==> src/rtl/apb2axi_rd_tag_scheduler.sv <==
`default_nettype none
// ============================================================================
// apb2axi_rd_tag_scheduler : read-path admission control and per-ID R tracking
// Revision: 1.0
// ============================================================================
module apb2axi_rd_tag_scheduler #(
    parameter int AXI_ID_W        = 4,
    parameter int MAX_OUTSTANDING = 4,
    parameter int LEN_W           = 4
) (
    input  logic                                   aclk,
    input  logic                                   aresetn,
    input  logic                                   fifo_valid,
    input  logic [AXI_ID_W-1:0]                    fifo_tag,
    input  logic [LEN_W-1:0]                       fifo_len,
    output logic                                   fifo_ready,
    output logic                                   bld_valid,
    input  logic                                   bld_ready,
    input  logic                                   r_fire,
    input  logic [AXI_ID_W-1:0]                    r_id,
    input  logic [1:0]                             r_resp,
    input  logic                                   r_last,
    output logic                                   cmpl_valid,
    output logic [AXI_ID_W-1:0]                    cmpl_tag,
    output logic [1:0]                             cmpl_resp,
    output logic                                   cmpl_len_err,
    output logic                                   err_unexp_rid,
    output logic [$clog2(MAX_OUTSTANDING+1)-1:0]   outstanding
);

    localparam int CNT_W  = $clog2(MAX_OUTSTANDING + 1);
    localparam int BEAT_W = LEN_W + 1;

    logic [MAX_OUTSTANDING-1:0] r_valid;
    logic [AXI_ID_W-1:0]        r_tag  [MAX_OUTSTANDING];
    logic [LEN_W-1:0]           r_len  [MAX_OUTSTANDING];
    logic [BEAT_W-1:0]          r_beat [MAX_OUTSTANDING];
    logic [1:0]                 r_resp_acc [MAX_OUTSTANDING];

    logic                       r_cmpl_valid;
    logic [AXI_ID_W-1:0]        r_cmpl_tag;
    logic [1:0]                 r_cmpl_resp;
    logic                       r_cmpl_len_err;
    logic                       r_err_unexp;
    logic [CNT_W-1:0]           r_outstanding;

    logic [MAX_OUTSTANDING-1:0] w_tag_hit;
    logic [MAX_OUTSTANDING-1:0] w_match;
    logic [MAX_OUTSTANDING-1:0] w_alloc_oh;
    logic                       w_alloc_found;
    logic [AXI_ID_W-1:0]        w_m_tag;
    logic [LEN_W-1:0]           w_m_len;
    logic [BEAT_W-1:0]          w_m_beat;
    logic [1:0]                 w_m_resp;
    logic [BEAT_W-1:0]          w_beat_inc;
    logic [1:0]                 w_resp_max;
    logic                       w_len_err;
    logic                       w_hit;
    logic                       w_free;
    logic                       w_alloc;
    logic                       w_any_free;

    // Tags are unique across valid slots, so at most one slot matches r_id.
    always_comb begin
        w_tag_hit     = '0;
        w_match       = '0;
        w_alloc_oh    = '0;
        w_alloc_found = 1'b0;
        w_m_tag       = '0;
        w_m_len       = '0;
        w_m_beat      = '0;
        w_m_resp      = '0;
        for (int i = 0; i < MAX_OUTSTANDING; i++) begin
            w_tag_hit[i] = r_valid[i] && (r_tag[i] == fifo_tag);
            w_match[i]   = r_valid[i] && (r_tag[i] == r_id);
            if (!r_valid[i] && !w_alloc_found) begin
                w_alloc_oh[i] = 1'b1;
                w_alloc_found = 1'b1;
            end
            if (w_match[i]) begin
                w_m_tag  = r_tag[i];
                w_m_len  = r_len[i];
                w_m_beat = r_beat[i];
                w_m_resp = r_resp_acc[i];
            end
        end
    end

    assign w_any_free = !(&r_valid);
    assign bld_valid  = fifo_valid && w_any_free && !(|w_tag_hit);
    assign fifo_ready = bld_valid && bld_ready;

    assign w_hit      = |w_match;
    assign w_alloc    = fifo_ready;
    assign w_free     = r_fire && r_last && w_hit;
    assign w_beat_inc = (&w_m_beat) ? w_m_beat : (w_m_beat + BEAT_W'(1));
    assign w_resp_max = (r_resp > w_m_resp) ? r_resp : w_m_resp;
    assign w_len_err  = (w_beat_inc != ({1'b0, w_m_len} + BEAT_W'(1)));

    always_ff @(posedge aclk or negedge aresetn) begin
        if (!aresetn) begin
            r_valid        <= '0;
            r_cmpl_valid   <= 1'b0;
            r_cmpl_tag     <= '0;
            r_cmpl_resp    <= '0;
            r_cmpl_len_err <= 1'b0;
            r_err_unexp    <= 1'b0;
            r_outstanding  <= '0;
            for (int i = 0; i < MAX_OUTSTANDING; i++) begin
                r_tag[i]      <= '0;
                r_len[i]      <= '0;
                r_beat[i]     <= '0;
                r_resp_acc[i] <= '0;
            end
        end else begin
            // A slot being allocated is invalid, so it can never also match a beat.
            for (int i = 0; i < MAX_OUTSTANDING; i++) begin
                if (w_alloc && w_alloc_oh[i]) begin
                    r_valid[i]    <= 1'b1;
                    r_tag[i]      <= fifo_tag;
                    r_len[i]      <= fifo_len;
                    r_beat[i]     <= '0;
                    r_resp_acc[i] <= 2'b00;
                end else if (r_fire && w_match[i]) begin
                    r_beat[i]     <= w_beat_inc;
                    r_resp_acc[i] <= w_resp_max;
                    if (r_last) begin
                        r_valid[i] <= 1'b0;
                    end
                end
            end

            r_cmpl_valid   <= w_free;
            r_cmpl_len_err <= w_free && w_len_err;
            if (w_free) begin
                r_cmpl_tag  <= w_m_tag;
                r_cmpl_resp <= w_resp_max;
            end

            if (r_fire && !w_hit) begin
                r_err_unexp <= 1'b1;
            end

            if (w_alloc && !w_free) begin
                r_outstanding <= r_outstanding + CNT_W'(1);
            end else if (!w_alloc && w_free) begin
                r_outstanding <= r_outstanding - CNT_W'(1);
            end
        end
    end

    assign cmpl_valid    = r_cmpl_valid;
    assign cmpl_tag      = r_cmpl_tag;
    assign cmpl_resp     = r_cmpl_resp;
    assign cmpl_len_err  = r_cmpl_len_err;
    assign err_unexp_rid = r_err_unexp;
    assign outstanding   = r_outstanding;

endmodule
`default_nettype wire
==> config.mk <==
export PLATFORM = sky130hd
export DESIGN_NAME = apb2axi_rd_tag_scheduler
export DESIGN_NICKNAME = d
export VERILOG_FILES = /design/src/rtl/apb2axi_rd_tag_scheduler.sv
export SDC_FILE = /design/constraint.sdc
export NUM_CORES = 1
export LEC_CHECK = 0
export BUFFER_PORTS_ARGS = -buffer_cell sky130_fd_sc_hd__buf_2
export CORE_ASPECT_RATIO = 1.4
export CORE_UTILIZATION = 40
export CTS_CLUSTER_SIZE = 40
export DETAILED_ROUTE_END_ITERATION = 10
export PLACE_DENSITY = 0.55
export SYNTH_ARGS = -nofsm -noshare
export SYNTH_HDL_FRONTEND = slang
export SYNTH_SLANG_ARGS = --single-unit
==> constraint.sdc <==
create_clock -name aclk -period 4.3 [get_ports aclk]
set_clock_uncertainty 0.15 [all_clocks]
set_input_delay 0.86 -clock aclk [delete_from_list [all_inputs] [get_ports aclk]]
set_output_delay 0.86 -clock aclk [all_outputs]
set_load 0.01 [all_outputs]
# Word level (Yosys, flattened, before mapping)
# Cells that the tools add are included.
# Widths: inputs -> output; s select.
# word_totals
ff_bits	76
latchBits	0
word_cells	146
input_bits	20
mem_bits_ro	0
memories	0
ram_bits	0
# op_classes
n_shift	0
bitwise_logic	0
eq_ne	9
n_div	0
n_mul	0
n_lt_le_gt_ge	1
n_mux	51
add_sub_neg	4
reduce_logical	55
# op_table
cell	count
$mux 5	13
$eq 4x4->1	8
$mux 4	8
$logic_and 1x1->1	28
$mux 2	13
$reduce_bool 2->1	9
$mux 1	15
$logic_not 1->1	10
$reduce_and 2->1	4
$reduce_or 4->1	2
$mux 3	2
$add 4x1->5 const B	1
$add 5x1->5 const B	1
$ne 5x5->1	1
$reduce_and 5->1	1
$reduce_and 4->1	1
$add 3x1->3 const B	1
$sub 3x1->3 const B	1
$gt 2x2->1	1

# Logic depth before layout (Yosys ltp)
# logic_depth
word_depth	12
ltp_mapped	15
depth_no_buf	14

# Worst setup path before layout
# No wires, ideal clock.
# synth_timing
path_type	input to register
from	in r_id[2]
to	reg r_resp_acc[0] (netlist bit)
setup_slack_ns	0.575
n_path_buf	3
stages	11
required_ns	4.011
setup_time_ns	0.139
t_arrival_ns	3.436
cell_sequence	xor2_1 > nor4_4 > clkbuf_1 > clkbuf_1 > clkbuf_1 > nor3_1 > a21oi_1 > ha_1 > o22ai_1 > mux2i_1 > o22ai_1
# synth_via
elab_chain_cells	10
elab_cells_between_ends	18
cone_classes	order compare: 1; eq/ne: 4; mux: 7; reduce/logical: 6
# synth_lines
element	line	rtl
from (decl)	20	input logic [AXI_ID_W-1:0] r_id,
$eq 4x4->1	75	w_match[i] = r_valid[i] && (r_tag[i] == r_id);
$logic_and 1x1->1	75	
$mux 2 (4 in series)	80	if (w_match[i]) begin
$gt 2x2->1	97	assign w_resp_max = (r_resp > w_m_resp) ? r_resp : w_m_resp;
$mux 2	97	
$mux 2	124	end else if (r_fire && w_match[i]) begin
$mux 2	118	if (w_alloc && w_alloc_oh[i]) begin
to (signal, indexed assignment)	126	r_resp_acc[i] <= w_resp_max;
to (decl)	38	logic [1:0] r_resp_acc [MAX_OUTSTANDING];
# Several ways; a longest one is shown, not always the timed one. The select of a mux whose other input is x is not followed.
# A chain may end at the register's enable or synchronous reset.

# Worst setup path after layout
# layout_timing
from	in r_id[1]
to	reg r_beat[6] (netlist bit)
# layout_via
elab_chain_cells	10
elab_cells_between_ends	19
cone_classes	add/sub: 1; eq/ne: 4; mux: 7; reduce/logical: 7
# layout_lines
element	line	rtl
$eq 4x4->1	75	
$logic_and 1x1->1	75	
$mux 5 (4 in series)	80	
$add 5x1->5 or $reduce_and 5->1 (tied branches)	96	assign w_beat_inc = (&w_m_beat) ? w_m_beat : (w_m_beat + BEAT_W'(1));
$mux 5	96	
$mux 5	124	
$mux 5	118	
to (signal, indexed assignment)	125	r_beat[i] <= w_beat_inc;
to (decl)	37	logic [BEAT_W-1:0] r_beat [MAX_OUTSTANDING];
# Several ways; a longest one is shown, not always the timed one. The select of a mux whose other input is x is not followed.

==> metrics <==
outcome finished, final reports clean; R2R depth 13; Starting Density 41.1%; row count 43; CP top delay family simple AND/OR/NAND/NOR gates; Power Density 702 nW/um2; post-synthesis adder-cell area fraction 2.35%; Setup Crit Path Kind input pin to flop; H-tree Lvls 3; fin nets 469; Crit Reg-Reg Endpoint r_beat[6]; Layout Cells excl Fill 582; synthesis warning total 0; initial DRC count 109; clk_lat worst skew 0.34 ns; dpl ws 0.246 ns; Total GRT Usage 21.8%; Hold Path Class flop to flop; largest family of logic cells by synthesized area compound AO/OA/AOI/OAI gates; Routed WL 10.2 mm; IO Count 34; Post-Synth XOR/XNOR Area 7.37%; crit-path max cell delay 0.52 ns; syn_nets 428; routed wl met2 5.24 mm; CTS Buf Count 9; Initial DRT Pass Iterations 4; final worst setup slack 0.556 ns; ys async rst share 100%; fin crit share 87.1%; reg2reg setup slack 0.80 ns; worst hold endpoint err_unexp_rid; number of setup buffers added after CTS 0; Post-Synth Simple-Gate Area 13.6%; Hold Path Cell Cnt 1; largest net degree at the start of global routing 77; endpoints failing hold 0; clk sinks 76; GRT overflow 0; DIE AREA 10500 um2; Arr. time, crit path 3.80 ns; syn avg cell area 10.1 um2; Critical R2R Launch r_tag[8]; min Tclk post-route 3.74 ns; DPL Wire Length 7.51 mm; clk root buf clkbuf_16; DR WL met3 392 um; Clock Tree Buf Depth 2; Hold Startpoint err_unexp_rid; critical path's slowest cell mux2i_1; crit-path max FO 11; PortBufs 33; number of global-route vias before repair 3283; Hold Worst Slack 0.297 ns; CTS tree yes; wl on met1 4.29 mm; residual DRC count 0; Worst Path Buf+Inv 2; proportion of synthesized area in mux cells 10.2%; dpl cells 566; synthesized cell area 4040 um2; Synth cell types 53; vias 3187; Die Height 121 um; number of synthesized flops with an enable pin 0; CP startpoint kind input pin; top layer in use met4; antenna viol nets, final 0; Fmax 267 MHz; unrepaired setup endpoints after global routing no; Worst Tran Pin Value 0.961 ns; initial antenna violation count 0; compound-cell area share of the yosys netlist 15.7%; Pwr Total 3.35 mW; hold buffer count at CTS 0; Setup crit end kind flop; cell mode on critical path nand2_1; Slew HR 36.0%; Mapped Cells 401; # resized after CTS 0; Pins Over Slew Limit 0; layout cells sized above 1 25.1%; global-route wire length before repair 17.1 mm; WL/cell 17.5 um; Max Cap Viol 0; Peak VDD IR 0.239 mV; die width 87.0 um; gpl congestion 0.850; Clock transition at path regs 0.06 ns; main flop type after synthesis dfrtp_1; Synth-to-Final Area Change 18.0%; crit path cell chain buf_2 > nor2b_1 > a221o_1 > nor3_1 > buf_4 > a21oi_1 > nand2_1 > o21ai_1 > o21ai_1 > ha_1 > nand2_1 > nor2_1 > nand2_1 > mux2i_1 > o22ai_1; core area 9850 um2; vias per inst 5.48; setup violators final 0; setup_tns 0 ns; leakage power 2.08 nW; Req. time, crit path 4.35 ns; Seq/Total Area, Yosys 47.0%; # diodes 0; #FFs+latches synth 76
## registers in the layout, summed over array words and instances, names as in the netlist
register and cells:
cmpl_resp 2, r_beat 20, r_valid 4, outstanding 3
r_tag 16, cmpl_len_err 1, r_len 16, cmpl_tag 4
r_resp_acc 8, err_unexp_rid 1, cmpl_valid 1
## Yosys cell counts, drive strengths merged (2+ instances only)
master  number  area (um2)
nor2b        2        12.5
inv         13        48.8
o21ai       16        91.3
mux2i        3        30.0
nand3       14        70.1
nand2       59         221
a21oi       10        50.1
nor3         7        35.0
a211oi       2        15.0
o311ai       5        43.8
xor2        21         184
o31ai        2        15.0
clkbuf      16        60.1
o21a         4        30.0
a311oi       3        32.5
dfrtp       76        1900
ha           6        75.1
nor2        19        71.3
or2          3        18.8
a221o        2        20.0
a221oi       5        43.8
nor4         6        52.6
nor4b        2        23.8
a31oi        5        31.3
a21o         3        22.5
o22ai       28         175
mux2        34         383
buf          7        41.3
xnor2       13         114
## worst max-delay path by stage
stage | start | endpoint | slack [ns] | cells past startpoint
CTS | r_id[1] | r_beat[16] | 0.58 | 15
detailed placement | r_id[1] | r_beat[6] | 0.25 | 15
floorplan | r_id[2] | r_resp_acc[0] | 0.58 | 11
finish | r_id[1] | r_beat[6] | 0.56 | 15
global route | r_id[0] | r_beat[16] | 0.23 | 15
global placement | r_id[1] | r_beat[6] | 0.23 | 15
## cell type report
class                      instances  area, um2
multi-input combinational        289       2010
timing repair buffer              53        318
sequential                        76       1900
clock inverter                     6       87.6
inverter                          13       48.8
tap                              135        169
fill                             966       5080
clock buffer                      10        239
## where the power goes
| group | leakage [nW] | internal (mW) | total [mW] | switching (mW) |
|---|---|---|---|---|
| registers | 0.959 | 1.01 | 1.28 | 0.268 |
| clock network | 0.151 | 0.522 | 0.820 | 0.297 |
| logic | 0.974 | 0.591 | 1.25 | 0.655 |
| total | 2.08 | 2.13 | 3.35 | 1.22 |
## cells in the final DEF (no fill, tap or decap), types with 2 or more instances in the layout
| cell type | instances |
|---|---|
| a211oi_1 | 2 |
| a21o_1 | 3 |
| a21oi_1 | 10 |
| a221o_1 | 2 |
| a221oi_1 | 5 |
| a311oi_1 | 2 |
| a31oi_1 | 5 |
| buf_2 | 32 |
| buf_4 | 21 |
| bufinv_16 | 2 |
| clkbuf_16 | 9 |
| clkinvlp_4 | 3 |
| dfrtp_1 | 76 |
| ha_1 | 6 |
| inv_1 | 11 |
| inv_2 | 2 |
| mux2_2 | 33 |
| mux2i_1 | 3 |
| nand2_1 | 59 |
| nand3_1 | 14 |
| nor2_1 | 19 |
| nor2b_1 | 2 |
| nor3_1 | 4 |
| nor3_2 | 3 |
| nor4_1 | 5 |
| o21a_1 | 4 |
| o21ai_0 | 6 |
| o21ai_1 | 9 |
| o22ai_1 | 28 |
| o311ai_0 | 5 |
| o31ai_1 | 2 |
| or2_1 | 2 |
| xnor2_1 | 13 |
| xor2_1 | 21 |
## worst reg2reg max path, cell delays in order, from the launching register on
cell and delay (ns):
dfrtp_1 0.44, a221o_1 0.44, nor3_1 0.23, buf_4 0.24
a21oi_1 0.09, nand2_1 0.09, o21ai_1 0.08, o21ai_1 0.19
ha_1 0.21, nand2_1 0.11, nor2_1 0.21, nand2_1 0.21
mux2i_1 0.52, o22ai_1 0.15
## per-layer routing
metal,vias up,track usage [%]
met5,-,0
met4,0,10.0
met3,16,3.81
met2,66,37.3
met1,1576,26.2
li1,1529,-
## per-stage QoR
| stage | cell area (um2) | utilization, % |
|---|---|---|
| after floorplan | 4040 | - |
| after global placement | 4440 | 45.1 |
| after detailed placement | 4440 | 45.1 |
| after CTS | 4770 | 48.4 |
| after global routing | 4770 | 48.4 |
| final | 4770 | 48.4 |
## cells by family after synthesis
logic type	count (synthesis)
buffers and inverters	36
xor gates and xnor gates	34
and+or+nand+nor	119
DFF	76
AOI/OAI and AO/OA	92
adders and majority gates	7
muxes	37
Power figures use the tool's default switching activity.
